<file path="src/rtl/bcd_seg_display_seq.sv">
// Sequential binary-to-decimal 7-segment driver.
// An IN_W-bit unsigned value is converted with double-dabble, one shift per
// clock, then latched onto NDIG active-low digits (gfedcba, digit 0 = ones).
// Leading-zero blanking is optional. Values above 10^NDIG-1 show dashes and
// raise overflow.
// Handshake: load is sampled only while idle (busy=0). A load seen while busy
// is dropped, not queued. Each accepted load produces exactly one done pulse,
// and hex_out/overflow become valid in that same cycle. The FSM state is kept
// in the named register 'state'.
module bcd_seg_display_seq #(
  parameter int IN_W     = 8,
  parameter int NDIG     = 3,
  parameter int BLANK_LZ = 1
) (
  input  logic                 clk,
  input  logic                 rst,
  input  logic                 load,
  input  logic [IN_W-1:0]      value,
  output logic                 busy,
  output logic                 done,
  output logic                 overflow,
  output logic [7*NDIG-1:0]    hex_out
);

  localparam int CNT_W = $clog2(IN_W + 1);
  localparam int BCD_W = 4 * NDIG;

  localparam logic [6:0] SEG_ZERO  = 7'b1000000;
  localparam logic [6:0] SEG_BLANK = 7'b1111111;
  localparam logic [6:0] SEG_DASH  = 7'b0111111;

  function automatic int pow10(input int n);
    int p;
    p = 1;
    for (int i = 0; i < n; i++) p = p * 10;
    return p;
  endfunction

  // Largest value that fits in NDIG decimal digits.
  localparam int MAX_VAL = pow10(NDIG) - 1;

  function automatic logic [6:0] seg7(input logic [3:0] d);
    case (d)
      4'd0:    seg7 = 7'b1000000;
      4'd1:    seg7 = 7'b1111001;
      4'd2:    seg7 = 7'b0100100;
      4'd3:    seg7 = 7'b0110000;
      4'd4:    seg7 = 7'b0011001;
      4'd5:    seg7 = 7'b0010010;
      4'd6:    seg7 = 7'b0000010;
      4'd7:    seg7 = 7'b1111000;
      4'd8:    seg7 = 7'b0000000;
      4'd9:    seg7 = 7'b0011000;
      default: seg7 = SEG_BLANK;
    endcase
  endfunction

  // Display of zero: ones digit shows 0, the rest blank or 0 by BLANK_LZ.
  function automatic logic [7*NDIG-1:0] reset_hex();
    logic [7*NDIG-1:0] h;
    for (int i = 0; i < NDIG; i++)
      h[7*i +: 7] = (i == 0 || BLANK_LZ == 0) ? SEG_ZERO : SEG_BLANK;
    return h;
  endfunction

  localparam logic [7*NDIG-1:0] RESET_HEX = reset_hex();

  typedef enum logic [1:0] {IDLE, SHIFT, LATCH} state_t;

  state_t             state;
  logic [IN_W-1:0]    bin;
  logic [BCD_W-1:0]   bcd;
  logic [CNT_W-1:0]   cnt;
  logic               ovf_pend;
  logic [BCD_W-1:0]   bcd_adj;
  logic [7*NDIG-1:0]  hex_next;
  logic               lead;
  logic [3:0]         nib;

  // Double-dabble correction: every nibble >= 5 gets +3 before the shift.
  always_comb begin
    bcd_adj = bcd;
    for (int i = 0; i < NDIG; i++)
      if (bcd[4*i +: 4] >= 4'd5) bcd_adj[4*i +: 4] = bcd[4*i +: 4] + 4'd3;
  end

  // Segment image of the finished BCD, walking from the top digit down so
  // blanking stops at the first non-zero digit.
  always_comb begin
    hex_next = '0;
    lead     = 1'b1;
    nib      = '0;
    for (int i = NDIG - 1; i >= 0; i--) begin
      nib = bcd[4*i +: 4];
      if (ovf_pend) begin
        hex_next[7*i +: 7] = SEG_DASH;
      end else if (BLANK_LZ != 0 && lead && nib == 4'd0 && i != 0) begin
        hex_next[7*i +: 7] = SEG_BLANK;
      end else begin
        hex_next[7*i +: 7] = seg7(nib);
        lead = 1'b0;
      end
    end
  end

  // Conversion FSM. Outputs are registered, and only LATCH writes the display.
  always_ff @(posedge clk) begin
    if (rst) begin
      state    <= IDLE;
      bin      <= '0;
      bcd      <= '0;
      cnt      <= '0;
      ovf_pend <= 1'b0;
      busy     <= 1'b0;
      done     <= 1'b0;
      overflow <= 1'b0;
      hex_out  <= RESET_HEX;
    end else begin
      done <= 1'b0;
      case (state)
        IDLE: begin
          if (load) begin
            bin      <= value;
            bcd      <= '0;
            cnt      <= CNT_W'(IN_W);
            ovf_pend <= (32'(value) > 32'(MAX_VAL));
            busy     <= 1'b1;
            state    <= SHIFT;
          end
        end
        SHIFT: begin
          // Carries out of the top nibble are dropped; ovf_pend covers them.
          {bcd, bin} <= {bcd_adj[BCD_W-2:0], bin, 1'b0};
          cnt        <= cnt - 1'b1;
          if (cnt == CNT_W'(1)) state <= LATCH;
        end
        LATCH: begin
          hex_out  <= hex_next;
          overflow <= ovf_pend;
          done     <= 1'b1;
          busy     <= 1'b0;
          state    <= IDLE;
        end
        default: state <= IDLE;
      endcase
    end
  end

endmodule

</file>
<file path="config.mk">
export PLATFORM = sky130hd
export DESIGN_NAME = bcd_seg_display_seq
export DESIGN_NICKNAME = d
export VERILOG_FILES = /design/src/rtl/bcd_seg_display_seq.sv
export SDC_FILE = /design/constraint.sdc
export NUM_CORES = 1
export LEC_CHECK = 0
export BUFFER_PORTS_ARGS = -buffer_cell sky130_fd_sc_hd__buf_2
export CAP_MARGIN = 20
export CORE_ASPECT_RATIO = 2
export CORE_MARGIN = 3
export CORE_UTILIZATION = 39
export CTS_BUF_LIST = sky130_fd_sc_hd__clkbuf_4 sky130_fd_sc_hd__clkbuf_8 sky130_fd_sc_hd__clkbuf_16
export DETAILED_ROUTE_END_ITERATION = 12
export SLEW_MARGIN = 5
export SYNTH_ARGS = -nofsm -noshare
export SYNTH_HDL_FRONTEND = slang
export SYNTH_SLANG_ARGS = --single-unit
export TNS_END_PERCENT = 50
</file>
<file path="constraint.sdc">
create_clock -name clk -period 2.05 [get_ports clk]
set_input_delay 0.41 -clock clk [delete_from_list [all_inputs] [get_ports clk]]
set_output_delay 0.41 -clock clk [all_outputs]
set_load 0.01 [all_outputs]
</file>
* Word level (Yosys, flattened, before mapping)
Memory sizes are Yosys's and may differ from the RTL's. A register that Yosys moved wholly into a read port is not among the register bits.
Index checks and enable logic that the tools add are counted.
** Word-level totals
- Memories kept :: 3
- Output and inout bits :: 24
- Word-level logic and storage cells :: 53
- Input port bits :: 11
- Bits in read-only memories :: 336
- Flip-flop bits (word level) :: 49
** Operators by class
- Muxes and demuxes :: 22
- Equality and inequality tests :: 5
- $add $sub $neg :: 4
- Magnitude comparators :: 3
- Reduce and logical (&&, ||, !) cells :: 9
** Memories
- (name not given) :: words 16, bits a word 7, read ports 1, clocked after Yosys merged registers in 1, wr ports 0, RTL line 43 : case (d)
- (name not given) :: words 16, bits a word 7, read ports 1, clocked after Yosys merged registers in 1, wr ports 0, RTL line 43
- (name not given) :: words 16, bits a word 7, read ports 1, clocked after Yosys merged registers in 1, wr ports 0, RTL line 43
** Operators by type and width (count)
- 2-to-1 mux 4 bit :: 7
- case mux 12 bit (2 select lines) :: 1
- case mux 8 bit (2 select lines) :: 1
- 2-to-1 mux 7 bit :: 2
- greater-or-equal comparator 4 x 3 -> 1 bit (second input constant) :: 3
- 2-to-1 mux 12 bit :: 1
- adder 4 x 2 -> 4 bit (second input constant) :: 2
- logical NOT 4 bit :: 2
- 2-to-1 mux 8 bit :: 1
- case mux 4 bit (2 select lines) :: 1
- AND reduction 2 bit :: 3
- == test 4 x 1 -> 1 bit (second input constant) :: 1
- 2-to-1 mux 2 bit :: 2
- inequality test 2 bit (second input constant) :: 2
- case mux 2 bit (2 select lines) :: 1
- nonzero test 2 bit :: 2
- subtractor 4 x 1 -> 4 bit (second input constant) :: 1
- adder 3 x 2 -> 3 bit (second input constant) :: 1
- 2-to-1 mux 1 bit :: 3
- 2-to-1 mux 3 bit :: 1
- == test 2 x 1 -> 1 bit (second input constant) :: 1
- == test 2 bit (second input constant) :: 1
- logical NOT 2 bit :: 1
- case mux 1 bit (2 select lines) :: 1
- logical AND 1 bit :: 1

* Depth between registers and ports, before layout
- Word-level depth :: 5
- Gate-level depth with buffers :: 11
- Mapped depth without buffers :: 11

* Least setup slack after synthesis
Ideal clock, no wire load.
- Kind :: input-to-reg
- Start :: input rst
- End :: register with a tool-made name
- Stages :: 9
- Library setup time :: 128 ps
- Slack :: -107 ps
- Data required time :: 1922 ps
- Data arrival time :: 2030 ps
- Path buffers :: 1
- Cell sequence :: clkbuf_1 nor3b_4 o311ai_0 o2bb2ai_1 inv_1 ha_1 nand2_1 a2bb2oi_1 nor2_1
** RTL lines
- from (decl) :: RTL line 16 : input logic rst,

==> run summary <==
area grow syn2layout = 36.76%
vias per cell = 5.236
Slew Viols, Final = 0
unrepaired setup endpoints after global routing = yes
starting density of the core = 40.08%
Seq cells post-synth = 63
via count = 2728
Post-Syn Nets = 366
status = finished, final reports clean
Residual DRC = 0
clock transition at the registers of the reported paths = 0.05 ns
arrival time worst endpoint = 2.30 ns
Max-cap violations = 0
total power = 2.936 mW
Lkg Pwr = 1.796 nW
Wirelength per Cell = 15.09 um
CTS tree = done
pre-CTS setup slack = -0.2019 ns
Die Wd = 68.50 um
Power Density = 704.7 nW/um2
antenna cells = 0
Mapped Avg Cell Area = 9.149 um2
all-layer global routing usage = 18.79%
Tmin final = 2.049 ns
crit-path cells = or3b_4 > a2111o_1 > o211ai_4 > inv_2 > ha_2 > inv_1 > nor3_4 > a21oi_1
cell taking the most area after synthesis = dfxtp_1
f_max = 488.1 MHz
share of layout cells above drive strength 1 = 36.30%
DRT iter0 DRCs = 124
dpl hpwl = 5650 um
Yosys top cell area share = 41.40%
GRT overflow = 0
Tcrit/Tclk final = 99.93%
top_reg_cell synth = dfxtp_1
WS Path Type = reg -> reg
Worst EP required = 2.30 ns
Sink Count = 63
Worst path slowest cell = a2111o_1
Clock Path Buffers = 2
clk_lat worst skew = 0.33 ns
Hold Path Class = in -> reg
Async S/R FF share, synth = 0%
DIE AREA = 8973 um2
Site Rows = 45
setup TNS = 0 ns
Layout Nets = 456
drt pass-1 iters = 4
initial antenna violation count = 0
drt total wl = 7861 um
number of port buffers = 33
critical path fanouts, max = 4
final worst setup slack = 0.001356 ns
startpoint types = register
first-pass GRT wire length = 12370 um
Layout Cells excl Fill = 521
core region area = 7601 um2
Ys Warns = 0
register area share after synthesis = 41.40%
largest net degree at the start of global routing = 16
Unique masters post-synth = 59
Max VDD drop = 0.0005357 V
Worst Clk Skew = 0.006317 ns
Final Hold Fails = 0
mapped cell area = 3047 um2
Worst path max stage delay = 0.46 ns
number of global-route vias before repair = 2671
Finish-stage setup viols = 0
height of the die = 131.0 um
hold buffers post-CTS = 0
Ports = 35
clock root cell = clkbuf_16
ANT nets after route = 0
Critical Path End Type = register
top cells by area, synth = dfxtp_1 41%, ha_1 9.0%, o22a_1 4.0%
number of flops mapped to enable cells by yosys = 0
Least-Margin Pin Slew = 0.5372 ns
Syn Inst Count = 333
Max transition margin = 63.97%
cell with the most instances after synthesis = dfxtp_1
Num CTS Buffers = 9
GP Congestion = 0.8851
H-Tree Depth = 3
synth cell count leaders = 63 x dfxtp_1, 31 x nor2_1, 26 x inv_1
dpl cells = 499
layout make-up:
type / instances / area [um2]
multi-input combinational: 226 / 1777
inverter: 28 / 105.1
clock buffer: 11 / 246.5
clock inverter: 4 / 22.52
sequential: 63 / 1264
timing repair buffer: 95 / 634.4
tap: 94 / 117.6
fill: 718 / 3435
per-stage QoR:
stage,cell area (um2),hold slack (ns),utilization [%]
CTS,3958,0.2785,52.07
global route,4167,0.3113,54.81
global placement,3667,0.4139,48.25
finish,4167,0.2856,54.81
floorplan,3048,0.4132,-
detailed placement,3667,0.4208,48.25
worst max-delay path: cells and delay by family, from the launching register on:
kind	cells	cell delay, ns
AOI/OAI and AO/OA	3	0.76
adders and majority gates	1	0.22
buffers and inverters	2	0.22
DFF	1	0.31
and+or+nand+nor	2	0.45
cells by family after synthesis:
logic type | count (synthesis) | synth area share (%)
xor gates and xnor gates | 1 | 0.2875
AOI/OAI and AO/OA | 108 | 26.69
other | 1 | 0.1231
muxes | 5 | 1.684
adders and majority gates | 22 | 9.035
DFF | 63 | 41.40
buffers and inverters | 44 | 5.914
and+or+nand+nor | 89 | 14.87
per-layer routing:
metal  share of wire, %  vias to the layer above  global-route usage, %
li1                   -                     1367                      -
met1                 36                     1301                  17.69
met2                 58                       48                  35.49
met3                3.2                       12                  4.277
met4                2.4                        0                  9.848
met5                  0                        -                      0
repair_timing:
item	in CTS	in global routing
gates cloned	0	0
pin swaps	0	13
setup buffers	0	7
resized for setup	7	35
endpoints found under the setup margin	7	21
where the power goes:
group          total, mW  leakage (nW)  switching, mW  internal (mW)
Combinational      0.291          1.15          0.153          0.138
Sequential          1.29         0.512         0.0240           1.26
Clock               1.36         0.135          0.509          0.848
cell usage in the layout, fill, tap and decap left out, types with 5 or more instances in the layout:
cell type	instances
clkbuf_16	9
nand2b_1	12
dfxtp_1	61
o22a_1	14
ha_1	13
buf_2	33
nand2_1	20
ha_4	5
inv_1	22
nor2_1	31
inv_2	6
a21oi_1	22
o21ai_0	14
buf_4	61
nor3_1	7
worst paths after layout:
| kind | startpoint | endpoint | slack (ns) | cells past startpoint |
|---|---|---|---|---|
| setup / recovery | state[0] | register | 0.001 | 8 |
| hold / removal | value[1] | bin[1] | 0.29 | 3 |
| setup reg to reg | state[0] | register | 0.001 | 8 |
| hold reg to reg | register | hex_out[14] | 0.43 | 1 |
Note: power is estimated with default switching activity, not from simulation.
